<file path="src/rtl/control_sequencer_if.sv">
// Control bundle between the instruction sequencer (master) and the datapath (slave).
// The sequencer samples IR_In/ZCNO and drives every select, enable and status line.
interface control_sequencer_if;
    logic [15:0] IR_In;
    logic [3:0]  ZCNO;
    logic [1:0]  MuxASel;
    logic [1:0]  MuxBSel;
    logic        MuxCSel;
    logic [2:0]  RF_OutASel;
    logic [2:0]  RF_OutBSel;
    logic [1:0]  RF_FunSel;
    logic [3:0]  RF_TSel;
    logic [3:0]  RF_RSel;
    logic [3:0]  ALU_FunSel;
    logic [1:0]  ARF_OutASel;
    logic [1:0]  ARF_OutBSel;
    logic [1:0]  ARF_FunSel;
    logic [3:0]  ARF_RSel;
    logic [1:0]  IR_Funsel;
    logic        IR_Enable;
    logic        IR_LH;
    logic        Mem_WR;
    logic        Mem_CS;
    logic [2:0]  State;
    logic        Halted;
    logic        Illegal;

    modport master (
        input  IR_In, ZCNO,
        output MuxASel, MuxBSel, MuxCSel,
        output RF_OutASel, RF_OutBSel, RF_FunSel, RF_TSel, RF_RSel,
        output ALU_FunSel,
        output ARF_OutASel, ARF_OutBSel, ARF_FunSel, ARF_RSel,
        output IR_Funsel, IR_Enable, IR_LH,
        output Mem_WR, Mem_CS,
        output State, Halted, Illegal
    );

    modport slave (
        output IR_In, ZCNO,
        input  MuxASel, MuxBSel, MuxCSel,
        input  RF_OutASel, RF_OutBSel, RF_FunSel, RF_TSel, RF_RSel,
        input  ALU_FunSel,
        input  ARF_OutASel, ARF_OutBSel, ARF_FunSel, ARF_RSel,
        input  IR_Funsel, IR_Enable, IR_LH,
        input  Mem_WR, Mem_CS,
        input  State, Halted, Illegal
    );
endinterface

</file>
<file path="src/rtl/control_sequencer.sv">
// Five-phase fetch/decode/execute sequencer: F0/F1 fetch IR bytes, DEC latches fields,
// E1 sets up datapath selects, E2 holds them and commits the write; opcode 0xF halts.
module control_sequencer (
    input  logic                       Clock,
    input  logic                       Reset,
    control_sequencer_if.master        bus
);
    typedef enum logic [2:0] {
        F0  = 3'd0,
        F1  = 3'd1,
        DEC = 3'd2,
        E1  = 3'd3,
        E2  = 3'd4,
        HLT = 3'd5
    } state_t;

    state_t      state;
    state_t      next_state;
    logic [3:0]  opcode_q;
    logic [1:0]  rx_q;
    logic [1:0]  ry_q;
    logic [7:0]  imm_q;
    logic [3:0]  exec_op;
    logic [1:0]  exec_rx;
    logic [1:0]  exec_ry;
    logic [3:0]  arf_rsel_q;
    logic [1:0]  arf_funsel_q;
    logic        branch_armed;
    logic        unused_bits;

    always_comb begin
        next_state = F0;
        case (state)
            F0:      next_state = F1;
            F1:      next_state = DEC;
            DEC:     next_state = (bus.IR_In[15:12] == 4'hF) ? HLT : E1;
            E1:      next_state = E2;
            E2:      next_state = F0;
            HLT:     next_state = HLT;
            default: next_state = F0;
        endcase
    end

    // Outputs are registered against the state being entered, so E1's decode must
    // see the fields being latched this edge rather than the stale latched copy.
    assign exec_op = (state == DEC) ? bus.IR_In[15:12] : opcode_q;
    assign exec_rx = (state == DEC) ? bus.IR_In[11:10] : rx_q;
    assign exec_ry = (state == DEC) ? bus.IR_In[9:8]   : ry_q;

    always_ff @(posedge Clock) begin
        bus.MuxASel     <= '0;
        bus.MuxBSel     <= '0;
        bus.MuxCSel     <= 1'b0;
        bus.RF_OutASel  <= '0;
        bus.RF_OutBSel  <= '0;
        bus.RF_FunSel   <= '0;
        bus.RF_TSel     <= '0;
        bus.RF_RSel     <= '0;
        bus.ALU_FunSel  <= '0;
        bus.ARF_OutASel <= '0;
        bus.ARF_OutBSel <= '0;
        bus.IR_Funsel   <= '0;
        bus.IR_Enable   <= 1'b0;
        bus.IR_LH       <= 1'b0;
        bus.Mem_WR      <= 1'b0;
        bus.Mem_CS      <= 1'b1;
        bus.Halted      <= 1'b0;
        bus.Illegal     <= 1'b0;
        arf_rsel_q      <= '0;
        arf_funsel_q    <= '0;
        branch_armed    <= 1'b0;
        if (Reset) begin
            state    <= F0;
            opcode_q <= '0;
            rx_q     <= '0;
            ry_q     <= '0;
            imm_q    <= '0;
        end else begin
            state <= next_state;
            if (state == DEC) begin
                opcode_q <= bus.IR_In[15:12];
                rx_q     <= bus.IR_In[11:10];
                ry_q     <= bus.IR_In[9:8];
                imm_q    <= bus.IR_In[7:0];
            end
            case (next_state)
                F0, F1: begin
                    bus.ARF_OutBSel <= 2'b00;
                    bus.Mem_CS      <= 1'b0;
                    bus.IR_Enable   <= 1'b1;
                    bus.IR_LH       <= (next_state == F1);
                    bus.IR_Funsel   <= 2'b01;
                    arf_rsel_q      <= 4'b0001;
                    arf_funsel_q    <= 2'b01;
                end
                E1, E2: begin
                    case (exec_op)
                        4'h1: begin
                            bus.MuxASel <= 2'b10;
                            if (next_state == E2) begin
                                bus.RF_RSel   <= 4'b1000 >> exec_rx;
                                bus.RF_FunSel <= 2'b01;
                            end
                        end
                        4'h2: begin
                            bus.RF_OutASel <= {1'b0, exec_rx};
                            bus.RF_OutBSel <= {1'b0, exec_ry};
                            bus.MuxCSel    <= 1'b0;
                            bus.ALU_FunSel <= 4'b0100;
                            bus.MuxASel    <= 2'b00;
                            if (next_state == E2) begin
                                bus.RF_RSel   <= 4'b1000 >> exec_rx;
                                bus.RF_FunSel <= 2'b01;
                            end
                        end
                        4'h3: begin
                            bus.RF_OutASel  <= {1'b0, exec_rx};
                            bus.MuxCSel     <= 1'b0;
                            bus.ALU_FunSel  <= 4'b0000;
                            bus.ARF_OutBSel <= 2'b01;
                            if (next_state == E2) begin
                                bus.Mem_CS <= 1'b0;
                                bus.Mem_WR <= 1'b1;
                            end
                        end
                        4'h4: begin
                            bus.MuxBSel  <= 2'b10;
                            branch_armed <= (next_state == E2);
                        end
                        default: bus.Illegal <= (exec_op != 4'h0);
                    endcase
                end
                HLT:     bus.Halted <= 1'b1;
                default: ;
            endcase
        end
    end

    // The branch condition must be the Z flag seen during E2 itself, so the PC load
    // enable is qualified combinationally on top of the registered E2 marker.
    assign bus.ARF_RSel   = (branch_armed && bus.ZCNO[3]) ? 4'b0001 : arf_rsel_q;
    assign bus.ARF_FunSel = (branch_armed && bus.ZCNO[3]) ? 2'b10   : arf_funsel_q;
    assign bus.State      = state;

    // imm is held for visibility only; the datapath routes IR to MuxA itself.
    assign unused_bits = ^{imm_q, bus.ZCNO[2:0]};
endmodule

</file>
<file path="src/flat_wrapper.sv">
// flat-port wrapper written by rule: the top's interface ports become plain ports
module control_sequencer_flat 
  (Clock, Reset, bus_IR_In, bus_ZCNO, bus_MuxASel, bus_MuxBSel, bus_MuxCSel, bus_RF_OutASel, bus_RF_OutBSel, bus_RF_FunSel, bus_RF_TSel, bus_RF_RSel, bus_ALU_FunSel, bus_ARF_OutASel, bus_ARF_OutBSel, bus_ARF_FunSel, bus_ARF_RSel, bus_IR_Funsel, bus_IR_Enable, bus_IR_LH, bus_Mem_WR, bus_Mem_CS, bus_State, bus_Halted, bus_Illegal);
  control_sequencer_if bus_i ();
  input  logic Clock;
  input  logic Reset;
  input wire logic [$bits(bus_i.IR_In)-1:0] bus_IR_In;
  input wire logic [$bits(bus_i.ZCNO)-1:0] bus_ZCNO;
  output wire logic [$bits(bus_i.MuxASel)-1:0] bus_MuxASel;
  output wire logic [$bits(bus_i.MuxBSel)-1:0] bus_MuxBSel;
  output wire logic [$bits(bus_i.MuxCSel)-1:0] bus_MuxCSel;
  output wire logic [$bits(bus_i.RF_OutASel)-1:0] bus_RF_OutASel;
  output wire logic [$bits(bus_i.RF_OutBSel)-1:0] bus_RF_OutBSel;
  output wire logic [$bits(bus_i.RF_FunSel)-1:0] bus_RF_FunSel;
  output wire logic [$bits(bus_i.RF_TSel)-1:0] bus_RF_TSel;
  output wire logic [$bits(bus_i.RF_RSel)-1:0] bus_RF_RSel;
  output wire logic [$bits(bus_i.ALU_FunSel)-1:0] bus_ALU_FunSel;
  output wire logic [$bits(bus_i.ARF_OutASel)-1:0] bus_ARF_OutASel;
  output wire logic [$bits(bus_i.ARF_OutBSel)-1:0] bus_ARF_OutBSel;
  output wire logic [$bits(bus_i.ARF_FunSel)-1:0] bus_ARF_FunSel;
  output wire logic [$bits(bus_i.ARF_RSel)-1:0] bus_ARF_RSel;
  output wire logic [$bits(bus_i.IR_Funsel)-1:0] bus_IR_Funsel;
  output wire logic [$bits(bus_i.IR_Enable)-1:0] bus_IR_Enable;
  output wire logic [$bits(bus_i.IR_LH)-1:0] bus_IR_LH;
  output wire logic [$bits(bus_i.Mem_WR)-1:0] bus_Mem_WR;
  output wire logic [$bits(bus_i.Mem_CS)-1:0] bus_Mem_CS;
  output wire logic [$bits(bus_i.State)-1:0] bus_State;
  output wire logic [$bits(bus_i.Halted)-1:0] bus_Halted;
  output wire logic [$bits(bus_i.Illegal)-1:0] bus_Illegal;
  assign bus_i.IR_In = bus_IR_In;
  assign bus_i.ZCNO = bus_ZCNO;
  assign bus_MuxASel = bus_i.MuxASel;
  assign bus_MuxBSel = bus_i.MuxBSel;
  assign bus_MuxCSel = bus_i.MuxCSel;
  assign bus_RF_OutASel = bus_i.RF_OutASel;
  assign bus_RF_OutBSel = bus_i.RF_OutBSel;
  assign bus_RF_FunSel = bus_i.RF_FunSel;
  assign bus_RF_TSel = bus_i.RF_TSel;
  assign bus_RF_RSel = bus_i.RF_RSel;
  assign bus_ALU_FunSel = bus_i.ALU_FunSel;
  assign bus_ARF_OutASel = bus_i.ARF_OutASel;
  assign bus_ARF_OutBSel = bus_i.ARF_OutBSel;
  assign bus_ARF_FunSel = bus_i.ARF_FunSel;
  assign bus_ARF_RSel = bus_i.ARF_RSel;
  assign bus_IR_Funsel = bus_i.IR_Funsel;
  assign bus_IR_Enable = bus_i.IR_Enable;
  assign bus_IR_LH = bus_i.IR_LH;
  assign bus_Mem_WR = bus_i.Mem_WR;
  assign bus_Mem_CS = bus_i.Mem_CS;
  assign bus_State = bus_i.State;
  assign bus_Halted = bus_i.Halted;
  assign bus_Illegal = bus_i.Illegal;
  control_sequencer u_core (.Clock(Clock), .Reset(Reset), .bus(bus_i));
endmodule
</file>
<file path="config.mk">
export PLATFORM = sky130hd
export DESIGN_NAME = control_sequencer_flat
export DESIGN_NICKNAME = d
export VERILOG_FILES = /design/src/rtl/control_sequencer_if.sv /design/src/rtl/control_sequencer.sv /design/src/flat_wrapper.sv
export SDC_FILE = /design/constraint.sdc
export NUM_CORES = 1
export LEC_CHECK = 0
export CORE_ASPECT_RATIO = 0.7
export CORE_MARGIN = 10
export CORE_UTILIZATION = 36
export DETAILED_ROUTE_END_ITERATION = 8
export GPL_ROUTABILITY_DRIVEN = 0
export PLACE_DENSITY = 0.72
export SETUP_SLACK_MARGIN = 0.02
export SLEW_MARGIN = 25
export SYNTH_ARGS = -nofsm -noshare
export SYNTH_HDL_FRONTEND = slang
export SYNTH_SLANG_ARGS = --single-unit
</file>
<file path="constraint.sdc">
create_clock -name Clock -period 1.55 [get_ports Clock]
set_clock_uncertainty 0.15 [all_clocks]
set_input_delay 0.3875 -clock Clock [delete_from_list [all_inputs] [get_ports Clock]]
set_output_delay 0.3875 -clock Clock [all_outputs]
set_load 0.02 [all_outputs]
</file>
==> results of run 1 <==
layout by cell type (no fill, tap or decap), types with 2 or more instances in the layout:
cell type and n:
buf_4 30, dfxtp_1 27, conb_1 20, dlygate4sd2_1 18, a21oi_1 13, nand2_1 12
nor2_1 11, nand3b_1 11, clkbuf_8 5, buf_2 5, nor3_1 4, nand4b_1 4
dlymetal6s2s_1 4, clkdlybuf4s50_1 4, nor3_2 3, o21a_1 3, dfxtp_2 3, mux2i_4 2
mux2i_1 2, nor3b_1 2, a211oi_2 2, nand3_1 2, inv_1 2, or3_1 2
clkdlybuf4s15_2 2, buf_12 2
per-layer routing:
| metal | wire length (microns) | global-route usage [%] | vias up |
|---|---|---|---|
| li1 | - | - | 628 |
| met1 | 1660 | 12.0 | 579 |
| met2 | 1940 | 17.2 | 43 |
| met3 | 361 | 4.62 | 13 |
| met4 | 96 | 4.47 | 0 |
| met5 | 0 | 0 | - |
Yosys cell counts (all sizes together):
cell	number
dfxtp	31
o211ai	1
mux2i	5
a41oi	1
nand4b	4
nand2	12
and2	2
nand4	1
inv	2
nor4bb	1
nor2	11
nor3b	3
conb	1
a21oi	14
o22a	1
buf	27
xor2	1
nand3b	11
or3	2
nor4b	1
nor3	7
nor4	1
o21a	3
nand3	3
o31a	1
clkbuf	4
or3b	1
or2	2
a211oi	2
nor2b	1
stage by stage:
| stage | util [%] | hold slack [ps] | instance area (sq um) | power (uW) |
|---|---|---|---|---|
| 2_1_floorplan | - | 287 | 1510 | 1120 |
| 3_3_place_gp | 52.4 | 293 | 1910 | 1220 |
| 3_5_place_dp | 52.4 | 298 | 1910 | 1230 |
| 4_1_cts | 54.7 | 306 | 1990 | 1970 |
| 5_1_grt | 59.0 | 336 | 2150 | 2110 |
| 6_report | 59.0 | 309 | 2150 | 2040 |
cell families (layout without fill, tap and decap cells):
| group | after synthesis | in the layout | share of synthesized area, % |
|---|---|---|---|
| DFF | 31 | 31 | 44.0 |
| AOI/OAI and AO/OA | 23 | 23 | 10.0 |
| buffers and inverters | 33 | 78 | 15.7 |
| and+or+nand+nor | 63 | 63 | 25.6 |
| xor gates and xnor gates | 1 | 1 | 0.621 |
| other | 1 | 20 | 0.266 |
| muxes | 5 | 5 | 3.82 |
worst reg2reg max path, cell delays in order (launching register included):
cell	delay (ps)
dfxtp_4	390
nor3b_4	250
buf_12	160
mux2i_4	300
buf_12	160
nor3_2	40
final cells by class:
cell class | count | area (sq um)
fill | 362 | 1500
multi-input combinational | 112 | 739
inverter | 2 | 7.51
clock buffer | 6 | 72.6
timing repair buffer | 69 | 612
sequential | 31 | 628
clock inverter | 1 | 30.0
tap | 50 | 62.6
sequential cells by signal, indices dropped and copies added (netlist names), 2 cells and up:
signal and flops:
u_core.rx_q 2, u_core.ry_q 2, u_core.bus.RF_OutASel 2, u_core.bus.RF_RSel 4, u_core.bus.State 3, u_core.opcode_q 4, u_core.bus.RF_OutBSel 2
power groups by stage:
stage | Sequential, uW | Clock (uW) | Combinational [uW]
CTS | 852 | 768 | 353
detailed placement | 869 | 0 | 359
finish | 854 | 769 | 414
global placement | 868 | 0 | 356
global route | 858 | 809 | 446
floorplan | 878 | 0 | 237
worst paths after layout:
check | start | cells after the start | endpoint
worst min-delay path | u_core.ry_q[0] | 2 | u_core.ry_q[0]
worst max register to register | u_core.bus.State[1] | 5 | u_core.bus.ARF_OutBSel[0]
worst max-delay path | u_core.branch_armed | 3 | bus_ARF_RSel[0]
worst min register to register | u_core.ry_q[0] | 2 | u_core.ry_q[0]
timing repair:
action	CTS	global route
cloned	0	2
endpoints found under the setup margin	36	19
setup buffers	0	6
hold buffers	0	0
pin swaps	3	5
gates resized for setup	58	21
==> reports/results.txt, run 1 <==
GRT Util Overall: 10.7%
Critical path, cell by cell: and2_4 -> or2_4 -> buf_6
Remaining DRCs: 0
IO buf count: 36
Min-Delay Path Class: reg -> reg
1st-iter DRT viols: 36
Yosys cell types: 33
Synth top area share: 44.0%
Worst EP required: 1010 ps
Worst-path fanout max: 3
Clock Latency Late Sink: 300 ps
Die W: 94.8 microns
FMAX: 0.615 GHz
Largest net degree at the start of global routing: 14
Synth area leader: dfxtp_1
Initial antenna violation count: 0
Critical path's top delay family: simple AND/OR/NAND/NOR gates
Final hold vios: 0
Setup Total Neg Slack: -102 ps
Clock power share: 37.7%
RSZ-0062 raised after global routing: yes
Net Sw Frac: 26.9%
Yosys reg bits: 31
Clk buf depth: 2
Area grow syn2layout: 52.6%
First-pass GRT wire length: 5.80 mm
Synth Cell Area: 0.00141 sq mm
Failing checks: setup timing
Final period util: 105%
Routed wire length: 4.06 mm
CTS Buf Count: 5
Lkg Pwr: 0.000962 uW
Mean area per synthesized cell: 8.98 sq um
Antenna Cells: 0
Worst-Margin Slew: 491 ps
Max Slew Vio Count: 0
P_int: 1490 uW
Sw Pwr: 548 uW
Area contributors post-synth: dfxtp_1, buf_4, nand3b_1
Relative slew slack: 66.8%
Setup-failing EPs final: 5
Starting Density: 38.6%
Arrival time worst endpoint: 1090 ps
Crit path kind: reg -> out
CP max stage cell: dfxtp_2
DR vias/cell: 4.66
GR Overflow Total: 0
Final Non-Filler Cells: 271
Root Buffer: clkbuf_8
Vias in the first global route: 1,195
FP Rows: 18
Die height: 72.4 microns
Status: finished, violations left
DR vias: 1,263
Crit-path max cell delay: 320 ps
Pwr dens: 947 mW/mm^2
Post-place setup slack: -741 ps
CTS clock-pin slew for the worst setup and hold paths: 60 ps
Peak supply drop: 0.489 mV
Setup crit end kind: output pin
Synth warnings: 0
CTS H-tree lvls: 2
Post-Synthesis Cells: 157
Router iterations before antenna repair: 4
R2R setup slack: -20 ps
Critical path buffers and inverters: 1
Startpoint Class: flip-flop
TritonCTS clock tree: yes
DP Wirelength: 2.68 mm
Minimum clock period: 1630 ps
Clock tree sinks: 31
Worst setup margin: -77.3 ps
DP Cell Count: 256
Core Area: 0.00365 sq mm
Final nets: 243
Wire per inst: 15.0 microns
Combinational power share: 20.3%
Max_cap viols: 0
IO Pins: 68
Share of layout cells above drive strength 1: 30.8%
Sequential area share after synthesis: 44.0%
ANT nets after route: 0
Die area: 0.00686 sq mm
Portion of total power attributed to sequential cells: 41.9%
(Power assumes the default switching activity.)
==> run 2, diff against run 1 <==
--- a/config.mk
+++ b/config.mk
@@ -10,6 +10,7 @@
 export CORE_UTILIZATION = 36
 export DETAILED_ROUTE_END_ITERATION = 8
 export GPL_ROUTABILITY_DRIVEN = 0
+export MAX_ROUTING_LAYER = met4
 export PLACE_DENSITY = 0.72
 export SETUP_SLACK_MARGIN = 0.02
 export SLEW_MARGIN = 25
==> run 2 against run 1 <==
Effect of this change:
- the flow still finishes with violations (setup timing)
- sequential power is essentially flat
- sequential cell count unchanged
- critical endpoint unchanged
- non-clock buffer count unchanged
- maximum frequency up 0.23%
- register-to-register slack is essentially flat
- cell count unchanged
- highest routed layer unchanged
- via count down 0.79%
- utilization is 0.24 points higher
- clock power decreased by 0.5%
==> reports/results.txt, run 2 (synthesis results as in run 1) <==
Wire per inst: 15.1 microns (was 15.0 microns)
Failing checks: setup timing (unchanged)
Router iterations before antenna repair: 4 (unchanged)
Root Buffer: clkbuf_8 (unchanged)
Clk buf depth: 2 (unchanged)
Min-Delay Path Class: reg -> reg (unchanged)
GRT Util Overall: 11.0% (was 10.7%)
Die W: 94.8 microns (unchanged)
Starting Density: 38.6% (unchanged)
Largest net degree at the start of global routing: 14 (unchanged)
Cell Area, Placed: 0.00191 sq mm (unchanged)
CP max stage cell: dfxtp_2 (unchanged)
Remaining DRCs: 0 (unchanged)
Final period util: 105% (about the same)
Worst EP required: 1010 ps (about the same)
Die height: 72.4 microns (unchanged)
Share of layout cells above drive strength 1: 30.8% (unchanged)
Worst-path fanout max: 3 (unchanged)
IO Pins: 68 (unchanged)
Startpoint Class: flip-flop (unchanged)
DR vias/cell: 4.62 (was 4.66)
Antenna Cells: 0 (unchanged)
Lkg Pwr: 0.000962 uW (about the same)
Setup crit end kind: output pin (unchanged)
Worst setup margin: -73.6 ps (was -77.3 ps)
Max Slew Vio Count: 0 (unchanged)
Util after Layout: 59.2% (was 59.0%)
Setup-failing EPs final: 2 (was 5)
Combinational power share: 20.4% (was 20.3%)
FP Rows: 18 (unchanged)
Post-route cell area: 0.00216 sq mm (was 0.00215 sq mm)
CTS Buf Count: 5 (unchanged)
CTS H-tree lvls: 2 (unchanged)
Relative slew slack: 67.4% (was 66.8%)
Clock power share: 37.6% (was 37.7%)
ANT nets after route: 0 (unchanged)
Peak supply drop: 0.489 mV (about the same)
Arrival time worst endpoint: 1090 ps (about the same)
Routed wire length: 4.09 mm (was 4.06 mm)
Clock tree sinks: 31 (unchanged)
Critical path, cell by cell: and2_4 -> or2_4 -> buf_6 (unchanged)
CTS clock-pin slew for the worst setup and hold paths: 60 ps (about the same)
Critical path buffers and inverters: 1 (unchanged)
Multi-input logic area: 739 sq um (unchanged)
Power Total: 2040 uW (about the same)
Final hold vios: 0 (unchanged)
Core Area: 0.00365 sq mm (unchanged)
Status: finished, violations left (unchanged)
Minimum clock period: 1620 ps (was 1630 ps)
Initial antenna violation count: 0 (unchanged)
GR Overflow Total: 0 (unchanged)
Portion of total power attributed to sequential cells: 42.0% (was 41.9%)
Crit-path max cell delay: 320 ps (about the same)
Register area: 631 sq um (was 628 sq um)
Worst-Margin Slew: 483 ps (was 491 ps)
Net Sw Frac: 26.8% (was 26.9%)
Post-place setup slack: -741 ps (unchanged)
Vias in the first global route: 1,186 (was 1,195)
RSZ-0062 raised after global routing: yes (unchanged)
P_int: 1490 uW (about the same)
FMAX: 0.616 GHz (was 0.615 GHz)
Pwr dens: 942 mW/mm^2 (was 947 mW/mm^2)
R2R setup slack: -10 ps (was -20 ps)
Most frequent cells in the layout: buf_4, dfxtp_1, conb_1 (unchanged)
Max_cap viols: 0 (unchanged)
First-pass GRT wire length: 5.82 mm (was 5.80 mm)
Crit path kind: reg -> out (unchanged)
Critical path's top delay family: simple AND/OR/NAND/NOR gates (unchanged)
1st-iter DRT viols: 34 (was 36)
Sw Pwr: 544 uW (was 548 uW)
DP Cell Count: 256 (unchanged)
DR vias: 1,253 (was 1,263)
Most common cell after layout, fill and taps aside: buf_4 (unchanged)
TritonCTS clock tree: yes (unchanged)
Final nets: 243 (unchanged)
IO buf count: 36 (unchanged)
Fill cell total of the finished layout: 363 (was 362)
Die area: 0.00686 sq mm (unchanged)
DP Wirelength: 2.68 mm (unchanged)
Clock Latency Late Sink: 290 ps (was 300 ps)
Final Non-Filler Cells: 271 (unchanged)
Area grow syn2layout: 53.2% (was 52.6%)
==> run 2: cell types whose count changed in the layout (fill, tap and decap cells not counted), sizes merged <==
cell	delta
clkdlybuf4s15	+1
buf	-1
==> run 2: path summary, 6_finish.rpt <==
check / startpoint / end / depth (start not counted)
setup reg to reg: u_core.bus.State[1] / u_core.bus.ARF_OutBSel[0] / 5
hold / removal: u_core.ry_q[0] / u_core.ry_q[0] / 2
setup / recovery: u_core.branch_armed / bus_ARF_RSel[0] / 3
hold reg to reg: u_core.ry_q[0] / u_core.ry_q[0] / 2
==> run 2: area by class of cell <==
| cell class | count | area share (%) |
|---|---|---|
| clock inverter | 1 | 1.39 |
| timing repair buffer | 69 | 28.6 |
| sequential | 31 | 29.2 |
| clock buffer | 6 | 3.36 |
| multi-input combinational | 112 | 34.2 |
| tap | 50 | 2.90 |
| inverter | 2 | 0.347 |
==> run 2: metal layers <==
metal / up-vias / global-route usage (%) / share of wire, %
met2: 40 / 17.2 / 48
met1: 576 / 12.5 / 42
met5: - / - / 0
li1: 625 / - / -
met3: 12 / 4.21 / 6.9
met4: 0 / 4.47 / 2.5
==> run 2: metrics by stage <==
| stage | hold WS (ps) | setup TNS, ps |
|---|---|---|
| CTS | 306 | -96.7 |
| global placement | 293 | -7080 |
| finish | 306 | -83.7 |
| detailed placement | 298 | -7340 |
| floorplan | 287 | -23.8 |
| global route | 336 | -335 |
==> run 2: worst reg2reg max path, delay by kind of cell (launching register included) <==
kind	cells	cell delay, ps
muxes	1	290
DFF	1	390
and+or+nand+nor	2	290
buffers and inverters	2	320
==> run 2: power groups by stage <==
stage / sequential (uW) / combinational, uW / clock (uW)
5_1_grt: 858 / 448 / 809
6_report: 855 / 416 / 765
3_5_place_dp: 869 / 359 / 0
4_1_cts: 852 / 353 / 768
3_3_place_gp: 868 / 356 / 0
2_1_floorplan: 878 / 237 / 0
==> run 2: repair_timing <==
action | in CTS | in global routing
endpoints found under the hold margin | 0 | 0
pin swaps | 3 | 5
cloned | 0 | 2
setup endpoints to repair | 36 | 19
hold buffers | 0 | 0
setup buffers | 0 | 6
gates resized for setup | 58 | 21
